### config.mk
export PLATFORM = sky130hd
export DESIGN_NAME = booth_mult_seq_flat
export DESIGN_NICKNAME = d
export VERILOG_FILES = /design/src/rtl/booth_mult_seq_if.sv /design/src/rtl/booth_mult_seq.sv /design/src/flat_wrapper.sv
export SDC_FILE = /design/constraint.sdc
export NUM_CORES = 1
export LEC_CHECK = 0
export BUFFER_PORTS_ARGS = -buffer_cell sky130_fd_sc_hd__buf_2
export CAP_MARGIN = 20
export CORE_MARGIN = 1
export CORE_UTILIZATION = 57
export DETAILED_ROUTE_END_ITERATION = 6
export PLACE_DENSITY = 0.81
export SKIP_LAST_GASP = 1
export SYNTH_ARGS = -nofsm -noshare
export SYNTH_HDL_FRONTEND = slang
export SYNTH_SLANG_ARGS = --single-unit
export TNS_END_PERCENT = 100
### constraint.sdc
create_clock -name clk -period 4.1 [get_ports clk]
set_clock_uncertainty 0.05 [all_clocks]
set_input_delay 0.205 -clock clk [delete_from_list [all_inputs] [get_ports clk]]
set_output_delay 0.205 -clock clk [all_outputs]
set_load 0.1 [all_outputs]
### src/rtl/booth_mult_seq_if.sv
// Operand/result bundle between the calculator parser (master) and booth_mult_seq (slave).
// is_signed exists only when BOOTH_UNSIGNED_EN is defined.
interface booth_mult_seq_if #(
  parameter int WIDTH = 16
);
  logic               start;
  logic               abort;
  logic [WIDTH-1:0]   src1;
  logic [WIDTH-1:0]   src2;
`ifdef BOOTH_UNSIGNED_EN
  logic               is_signed;
`endif
  logic               busy;
  logic               done;
  logic [2*WIDTH-1:0] calc_res;

  // Handshake: start is a level request accepted only while idle and abort is low;
  // busy covers the whole operation; done is a one-cycle pulse, and calc_res is valid
  // from that pulse until the next one. abort cancels silently (no done).
`ifdef BOOTH_UNSIGNED_EN
  modport master (output start, abort, src1, src2, is_signed,
                  input  busy, done, calc_res);
  modport slave  (input  start, abort, src1, src2, is_signed,
                  output busy, done, calc_res);
`else
  modport master (output start, abort, src1, src2,
                  input  busy, done, calc_res);
  modport slave  (input  start, abort, src1, src2,
                  output busy, done, calc_res);
`endif
endinterface

### src/rtl/booth_mult_seq.sv
// Sequential radix-2 Booth multiplier, one step per clock, WIDTH-bit operands -> 2*WIDTH product.
// Optional feature macro: BOOTH_UNSIGNED_EN (adds is_signed and one extra step for unsigned operands).
module booth_mult_seq #(
  parameter int WIDTH = 16
) (
  input  logic            clk,
  input  logic            n_rst,
  booth_mult_seq_if.slave bus,
  output logic [1:0]      dbg_state
);

`ifdef BOOTH_UNSIGNED_EN
  // Q carries an extension bit so both modes run as (WIDTH+1)-bit signed Booth.
  localparam int QW = WIDTH + 1;
  localparam int N  = WIDTH + 1;
`else
  localparam int QW = WIDTH;
  localparam int N  = WIDTH;
`endif
  localparam int CW = $clog2(WIDTH + 2);

  typedef enum logic [1:0] {
    IDLE = 2'd0,
    CALC = 2'd1,
    DONE = 2'd2
  } state_e;

  state_e             state_q, state_d;
  logic [WIDTH:0]     a_q, a_d;
  logic [WIDTH:0]     m_q, m_d;
  logic [QW-1:0]      q_q, q_d;
  logic               qm1_q, qm1_d;
  logic [CW-1:0]      cnt_q, cnt_d;
  logic               done_q, done_d;
  logic [2*WIDTH-1:0] res_q, res_d;
  logic [WIDTH:0]     sum;

  always_ff @(posedge clk or negedge n_rst) begin
    if (!n_rst) begin
      state_q <= IDLE;
      a_q     <= '0;
      m_q     <= '0;
      q_q     <= '0;
      qm1_q   <= 1'b0;
      cnt_q   <= '0;
      done_q  <= 1'b0;
      res_q   <= '0;
    end else begin
      state_q <= state_d;
      a_q     <= a_d;
      m_q     <= m_d;
      q_q     <= q_d;
      qm1_q   <= qm1_d;
      cnt_q   <= cnt_d;
      done_q  <= done_d;
      res_q   <= res_d;
    end
  end

  always_comb begin
    state_d = state_q;
    a_d     = a_q;
    m_d     = m_q;
    q_d     = q_q;
    qm1_d   = qm1_q;
    cnt_d   = cnt_q;
    done_d  = 1'b0;
    res_d   = res_q;
    sum     = a_q;
    case (state_q)
      IDLE: begin
        if (bus.start && !bus.abort) begin
`ifdef BOOTH_UNSIGNED_EN
          m_d = {bus.is_signed & bus.src1[WIDTH-1], bus.src1};
          q_d = {bus.is_signed & bus.src2[WIDTH-1], bus.src2};
`else
          m_d = {bus.src1[WIDTH-1], bus.src1};
          q_d = bus.src2;
`endif
          a_d     = '0;
          qm1_d   = 1'b0;
          cnt_d   = '0;
          state_d = CALC;
        end
      end
      CALC: begin
        if (bus.abort) begin
          state_d = IDLE;
        end else begin
          case ({q_q[0], qm1_q})
            2'b10:   sum = a_q - m_q;
            2'b01:   sum = a_q + m_q;
            default: sum = a_q;
          endcase
          // Arithmetic right shift of {A,Q,q_m1} by one.
          a_d   = {sum[WIDTH], sum[WIDTH:1]};
          q_d   = {sum[0], q_q[QW-1:1]};
          qm1_d = q_q[0];
          cnt_d = cnt_q + CW'(1);
          if (cnt_q == CW'(N - 1)) state_d = DONE;
        end
      end
      DONE: begin
        state_d = IDLE;
        if (!bus.abort) begin
          done_d = 1'b1;
          res_d  = {a_q[2*WIDTH-QW-1:0], q_q};
        end
      end
      default: state_d = IDLE;
    endcase
  end

  assign bus.busy     = (state_q != IDLE);
  assign bus.done     = done_q;
  assign bus.calc_res = res_q;
  assign dbg_state    = state_q;

endmodule

### src/flat_wrapper.sv
// flat-port wrapper written by rule: the top's interface ports become plain ports
module booth_mult_seq_flat 
#(
  parameter int WIDTH = 16
)
  (clk, n_rst, dbg_state, bus_start, bus_abort, bus_src1, bus_src2, bus_busy, bus_done, bus_calc_res);
  booth_mult_seq_if #(.WIDTH(WIDTH)) bus_i ();
  input  logic clk;
  input  logic n_rst;
  output logic [1:0] dbg_state;
  input wire logic [$bits(bus_i.start)-1:0] bus_start;
  input wire logic [$bits(bus_i.abort)-1:0] bus_abort;
  input wire logic [$bits(bus_i.src1)-1:0] bus_src1;
  input wire logic [$bits(bus_i.src2)-1:0] bus_src2;
  output wire logic [$bits(bus_i.busy)-1:0] bus_busy;
  output wire logic [$bits(bus_i.done)-1:0] bus_done;
  output wire logic [$bits(bus_i.calc_res)-1:0] bus_calc_res;
  assign bus_i.start = bus_start;
  assign bus_i.abort = bus_abort;
  assign bus_i.src1 = bus_src1;
  assign bus_i.src2 = bus_src2;
  assign bus_busy = bus_i.busy;
  assign bus_done = bus_i.done;
  assign bus_calc_res = bus_i.calc_res;
  booth_mult_seq #(.WIDTH(WIDTH)) u_core (.clk(clk), .n_rst(n_rst), .bus(bus_i), .dbg_state(dbg_state));
endmodule
# Yosys cells after proc, flatten, opt, wreduce, memory -nomap -nowiden
# Cells that the tools add are included.
# classes
n_mux	19
add_sub_neg	3
n_eq_ne	8
reduce_logical	9
n_bitwise	1
# op_table
operator	count
17-bit case mux with 2 select lines	2
17-bit two-way mux	2
16-bit two-way mux	2
16-bit case mux with 2 select lines	1
17-bit adder	1
17-bit subtractor	1
5-bit two-way mux	2
5-bit case mux with 2 select lines	1
2-bit two-way mux	3
2-bit AND reduction	3
5-bit by 1-bit adder with 5-bit output, second input constant	1
5-bit by 4-bit equality test with 1-bit output, second input constant	1
2-bit by 1-bit equality test with 1-bit output, second input constant	2
2-bit equality test, second input constant	2
1-bit two-way mux	4
2-bit case mux with 2 select lines	1
2-bit nonzero test	2
3-bit by 2-bit inequality test with 1-bit output, second input constant	1
3-bit AND reduction	1
2-bit zero test	1
2-bit by 1-bit inequality test with 1-bit output, second input constant	1
2-bit inequality test, second input constant	1
1-bit case mux with 2 select lines	1
1-bit logical AND	1
2 further kinds	2
# totals
output_inout_bits	36
reg_bits	90
inputBits	36
wordCells	48

# Depth between registers and ports, before layout
# logic_depth
ltp_word	4
depth_mapped	15
ltp_nobuf	13

# Worst setup path before layout
# Ideal clock, no wire load.
# synth_path
path_type	register to register
start	register u_core.m_q[4]
end	register u_core.a_q[14]
t_required_ns	3.917
setup_slack_ns	0.441
setup_ns	0.133
arrival_time_ns	3.476
stages_incl_launch_ff	14
path_cell_list	dfrtp_1 -> or4_4 -> or3_4 -> nor4_1 -> nor2_1 -> xnor2_1 -> ha_1 -> and4_1 -> a221oi_1 -> o21ai_0 -> a41o_1 -> a221oi_1 -> xor2_1 -> o211ai_1
# synth_between
elab_chain_len	4
elab_cells_between_ends	5
classes_between	2 x add/sub; 3 x mux
# synth_rtl
item	line_no	rtl
start: declaration	booth_mult_seq.sv:30	logic [WIDTH:0] m_q, m_d;
start signal: assignment	booth_mult_seq.sv:51	m_q <= m_d;
17-bit adder or 17-bit subtractor (tied branches)	booth_mult_seq.sv:92, booth_mult_seq.sv:91	
17-bit case mux with 2 select lines *	booth_mult_seq.sv:90	case ({q_q[0], qm1_q})
17-bit two-way mux *	booth_mult_seq.sv:87	if (bus.abort) begin
17-bit case mux with 2 select lines *	booth_mult_seq.sv:70	case (state_q)
end signal: assignment	booth_mult_seq.sv:41	a_q <= '0;
end signal: assignment	booth_mult_seq.sv:50	a_q <= a_d;
end: declaration	booth_mult_seq.sv:29	logic [WIDTH:0] a_q, a_d;
# Mark *: on every way between the ends. The rest lies on a longest branch, timed or not. The select of a mux whose other input is x is not followed.
# A chain may end at the register's enable or synchronous reset.

# Final worst setup path
# Ends and elaborated chain as after synthesis.

==> metrics.md <==
| Metric | Value |
|---|---|
| Area growth, synth to finish | `17.3%` |
| Top cell type by total area after synthesis | `dfrtp_1` |
| Dominant synthesized flop cell | `dfrtp_1` |
| Critical R2R Capture | `u_core.a_q[14]` |
| Status | `finished, final reports clean` |
| DRT Pass-1 Iters | `5` |
| Die height | `92.6 microns` |
| Synth area leaders | `dfrtp_1 48%, mux2_2 7.9%, nand2_1 6.7%` |
| Post-synthesis async set-or-reset flop share | `1.00` |
| Via count | `3820` |
| R2r worst-path depth | `14` |
| Delay-heaviest family, CP | `simple AND/OR/NAND/NOR gates` |
| Die Wd | `92.6 microns` |
| IO Count | `72` |
| Post-DP Area | `5130 sq um` |
| Fin. Hold Viols | `0` |
| Clk pwr share | `0.184` |
| Slowest CP cell | `or4_4` |
| Post-CTS setup buffer count | `0` |
| Syn Nets | `534` |
| Pin count of the biggest net entering global routing | `50` |
| Iter 0 DRT Violations | `239` |
| WHS Endpoint | `u_core.m_q[9]` |
| Total global-route track usage | `0.259` |
| Max frequency | `258 MHz` |
| Yosys cell types | `48` |
| Inserted Clock Buffers | `9` |
| Fin crit share | `0.947` |
| Syn. warnings | `0` |
| Sw Pwr | `1.33 mW` |
| Worst reg2reg path startpoint | `u_core.m_q[4]` |
| Power per Cell Area | `586 nW/um^2` |
| Yosys top cell area share | `0.476` |
| Final antenna-violating net count | `0` |
| Fin area | `5480 sq um` |
| Power share of the combinational group | `0.438` |
| IO buf count | `71` |
| CTS Sinks | `89` |
| Critical path buffer and inverter count | `1` |
| Initial Util | `0.596` |
| Full die area | `8570 sq um` |
| RSZ-0062 raised after global routing | `false` |
| CP Cell Sequence | `or4_4, or3_4, nor4_1, buf_4, nor2_1, xnor2_1, ha_1, and4_1, a221oi_1, o21ai_0, a41o_1, a221oi_1, xor2_1, o211ai_1` |
| Skew-Pair Late Insertion Delay | `0.37 ns` |
| Req. time, crit path | `4.30 ns` |
| Wirelength, routed | `10100 microns` |
| Cts hold-fix bufs | `15` |
| Flop-to-flop setup slack | `0.22 ns` |
| Vias per cell | `5.74` |
| Max_slew headroom | `0.443` |
| Seq pwr share | `0.377` |
| Worst hold path type | `primary input to flip-flop` |
| Total grt overflow | `0` |
| Peak VDD IR | `414 uV` |
| P_leak | `2.79 nW` |
| Share of cells above drive strength 1 | `0.243` |
| FP Rows | `32` |
| Dpl hpwl | `7080 microns` |
| DRC | `0` |
| Worst Hold Depth | `3` |
| Max-slew violations | `0` |
| Mapped Cells | `477` |
| P_int | `1.89 mW` |
| Startpoint types | `flip-flop` |
| Clock Tree Buf Depth | `2` |
| Max cap viols | `0` |
| Sw Ratio | `0.413` |
| HP Start | `bus_src1[9]` |
| CP Capture Type | `flip-flop` |
| Core Area | `7850 sq um` |
| Final worst path period need | `3.88 ns` |
| Slew at the pin with the worst max-slew slack | `0.835 ns` |
| Post-synth EDFFs | `0` |
| WL/cell | `15.1 microns` |
| Setup-failing EPs final | `0` |
| Clk pin slew, worst setup/hold paths | `0.10 ns` |
| Diodes inserted | `0` |
| Core Util, Final | `0.699` |
| Critical Path AT | `4.08 ns` |
| TritonCTS clock tree | `done` |
| Crit path launch | `u_core.m_q[4]` |
| CP Max Fanout | `7` |
| Post-cts sizing count | `0` |
| Sequential fraction of the synthesis area | `0.476` |
| Critical Path Most Common Cell | `a221oi_1` |
| Final nets | `615` |
| First-pass GRT wire length | `17500 microns` |
| Mean Syn Cell Area | `9.80 sq um` |
| Synthesized flop and latch total | `89` |
| Root buffer cell | `clkbuf_8` |
| CP Class | `flip-flop to flip-flop` |
| Mapped cell area | `4670 sq um` |
| Vias in the first global route | `3780` |
| H-Tree Depth | `3` |
| Setup_tns | `0 ns` |
| Routability cong. | `0.954` |
| Crit path largest cell delay | `0.55 ns` |
| Initial antenna violation count | `0` |
-- registers in the layout, indices dropped and copies added, names as in the netlist --
signal / cells
u_core.a_q: 16
u_core.q_q: 16
u_core.bus.calc_res: 32
u_core.m_q: 16
u_core.qm1_q: 1
u_core.dbg_state: 2
u_core.bus.done: 1
u_core.cnt_q: 5
-- worst reg2reg max path: stages, from the launching register on --
cell	delay (ns)
dfrtp_1	0.43
or4_4	0.55
or3_4	0.36
nor4_1	0.20
buf_4	0.18
nor2_1	0.05
xnor2_1	0.12
ha_1	0.36
and4_1	0.20
a221oi_1	0.25
o21ai_0	0.15
a41o_1	0.28
a221oi_1	0.31
xor2_1	0.19
o211ai_1	0.09
-- worst max path at each step --
| stage | endpoint | slack (ns) | cells past startpoint |
|---|---|---|---|
| 2_1_floorplan | u_core.a_q[14] | 0.44 | 13 |
| 3_3_place_gp | u_core.a_q[14] | 0.40 | 14 |
| 3_5_place_dp | u_core.a_q[14] | 0.29 | 13 |
| 4_1_cts | u_core.a_q[14] | 0.28 | 13 |
| 5_1_grt | u_core.a_q[14] | 0.07 | 13 |
| 6_report | u_core.a_q[14] | 0.22 | 14 |
-- layout by cell type (no fill, tap or decap), types with 2 or more instances in the layout --
master,instances
buf_2,70
nand2_1,84
o21ai_0,26
a21o_1,9
clkbuf_8,9
o211ai_1,2
and3_1,2
nor2b_1,2
a31oi_1,21
xnor2_1,7
nor2_1,43
mux2_2,33
inv_8,2
a221oi_1,2
nor4_1,2
xor2_1,21
inv_6,2
inv_1,12
a21oi_1,25
a32oi_1,5
o22ai_1,3
nand3_1,6
dfrtp_1,89
buf_4,10
nand2b_1,4
dlygate4sd3_1,15
mux2i_1,4
a22o_1,4
nor3_1,5
ha_1,20
-- power by group through the flow --
stage | sequential (mW) | combinational [mW] | clock (mW)
CTS | 1.21 | 1.39 | 0.606
global placement | 1.22 | 1.32 | 0
global route | 1.23 | 1.58 | 0.645
finish | 1.21 | 1.41 | 0.593
detailed placement | 1.22 | 1.37 | 0
floorplan | 1.17 | 1.10 | 0
-- layer usage --
layer | GRT usage | vias up | part of all wire
met5 | 0 | - | 0
met4 | 0.0807 | 0 | 0.019
met3 | 0.0534 | 22 | 0.049
met2 | 0.430 | 117 | 0.49
met1 | 0.342 | 1851 | 0.45
li1 | - | 1830 | -
-- kinds of logic (layout without fill, tap and decap cells) --
logic type               Yosys count  after routing  synth area share
AO/OA/AOI/OAI                    106            106             0.141
XOR/XNOR                          29             29            0.0575
adder cells (fa/ha/maj)           21             21            0.0578
buffers and inverters             37            123            0.0313
flip-flops                        89             89             0.476
multiplexers                      37             37            0.0881
AND/OR/NAND/NOR                  158            158             0.147
-- stage by stage --
stage / setup WS (ns) / cells / hold WS (ns) / power (mW)
2_1_floorplan: 0.441 / 477 / -0.141 / 2.27
3_3_place_gp: 0.399 / 633 / 0.157 / 2.54
3_5_place_dp: 0.293 / 633 / 0.157 / 2.59
4_1_cts: 0.285 / 664 / 0.00242 / 3.20
5_1_grt: 0.0727 / 665 / 0.000000777 / 3.46
6_report: 0.217 / 665 / 0.00476 / 3.21
-- area by class of cell --
class / count / area (sq um)
fill: 606 / 2360
multi-input combinational: 351 / 2310
sequential: 89 / 2230
timing repair buffer: 95 / 576
tap: 102 / 128
clock buffer: 9 / 124
clock inverter: 7 / 72.6
inverter: 12 / 45.0
-- cell usage after synthesis (all sizes together), types with 2 or more instances --
library cell and instances:
o22ai 3, and3 2, mux2 33, dfrtp 89, buf 3, ha 20, nand2b 4, nor2b 2
xor2 21, o21ai 26, or3 2, a32oi 5, a21o 9, nor2 43, xnor2 7, nor4 2
nand3 6, a22o 4, nor3 5, mux2i 4, a221oi 2, o211ai 2, clkbuf 22, a21oi 26
inv 12, nand2 84, a31oi 21, nor3b 2
Power figures use the tool's default switching activity.
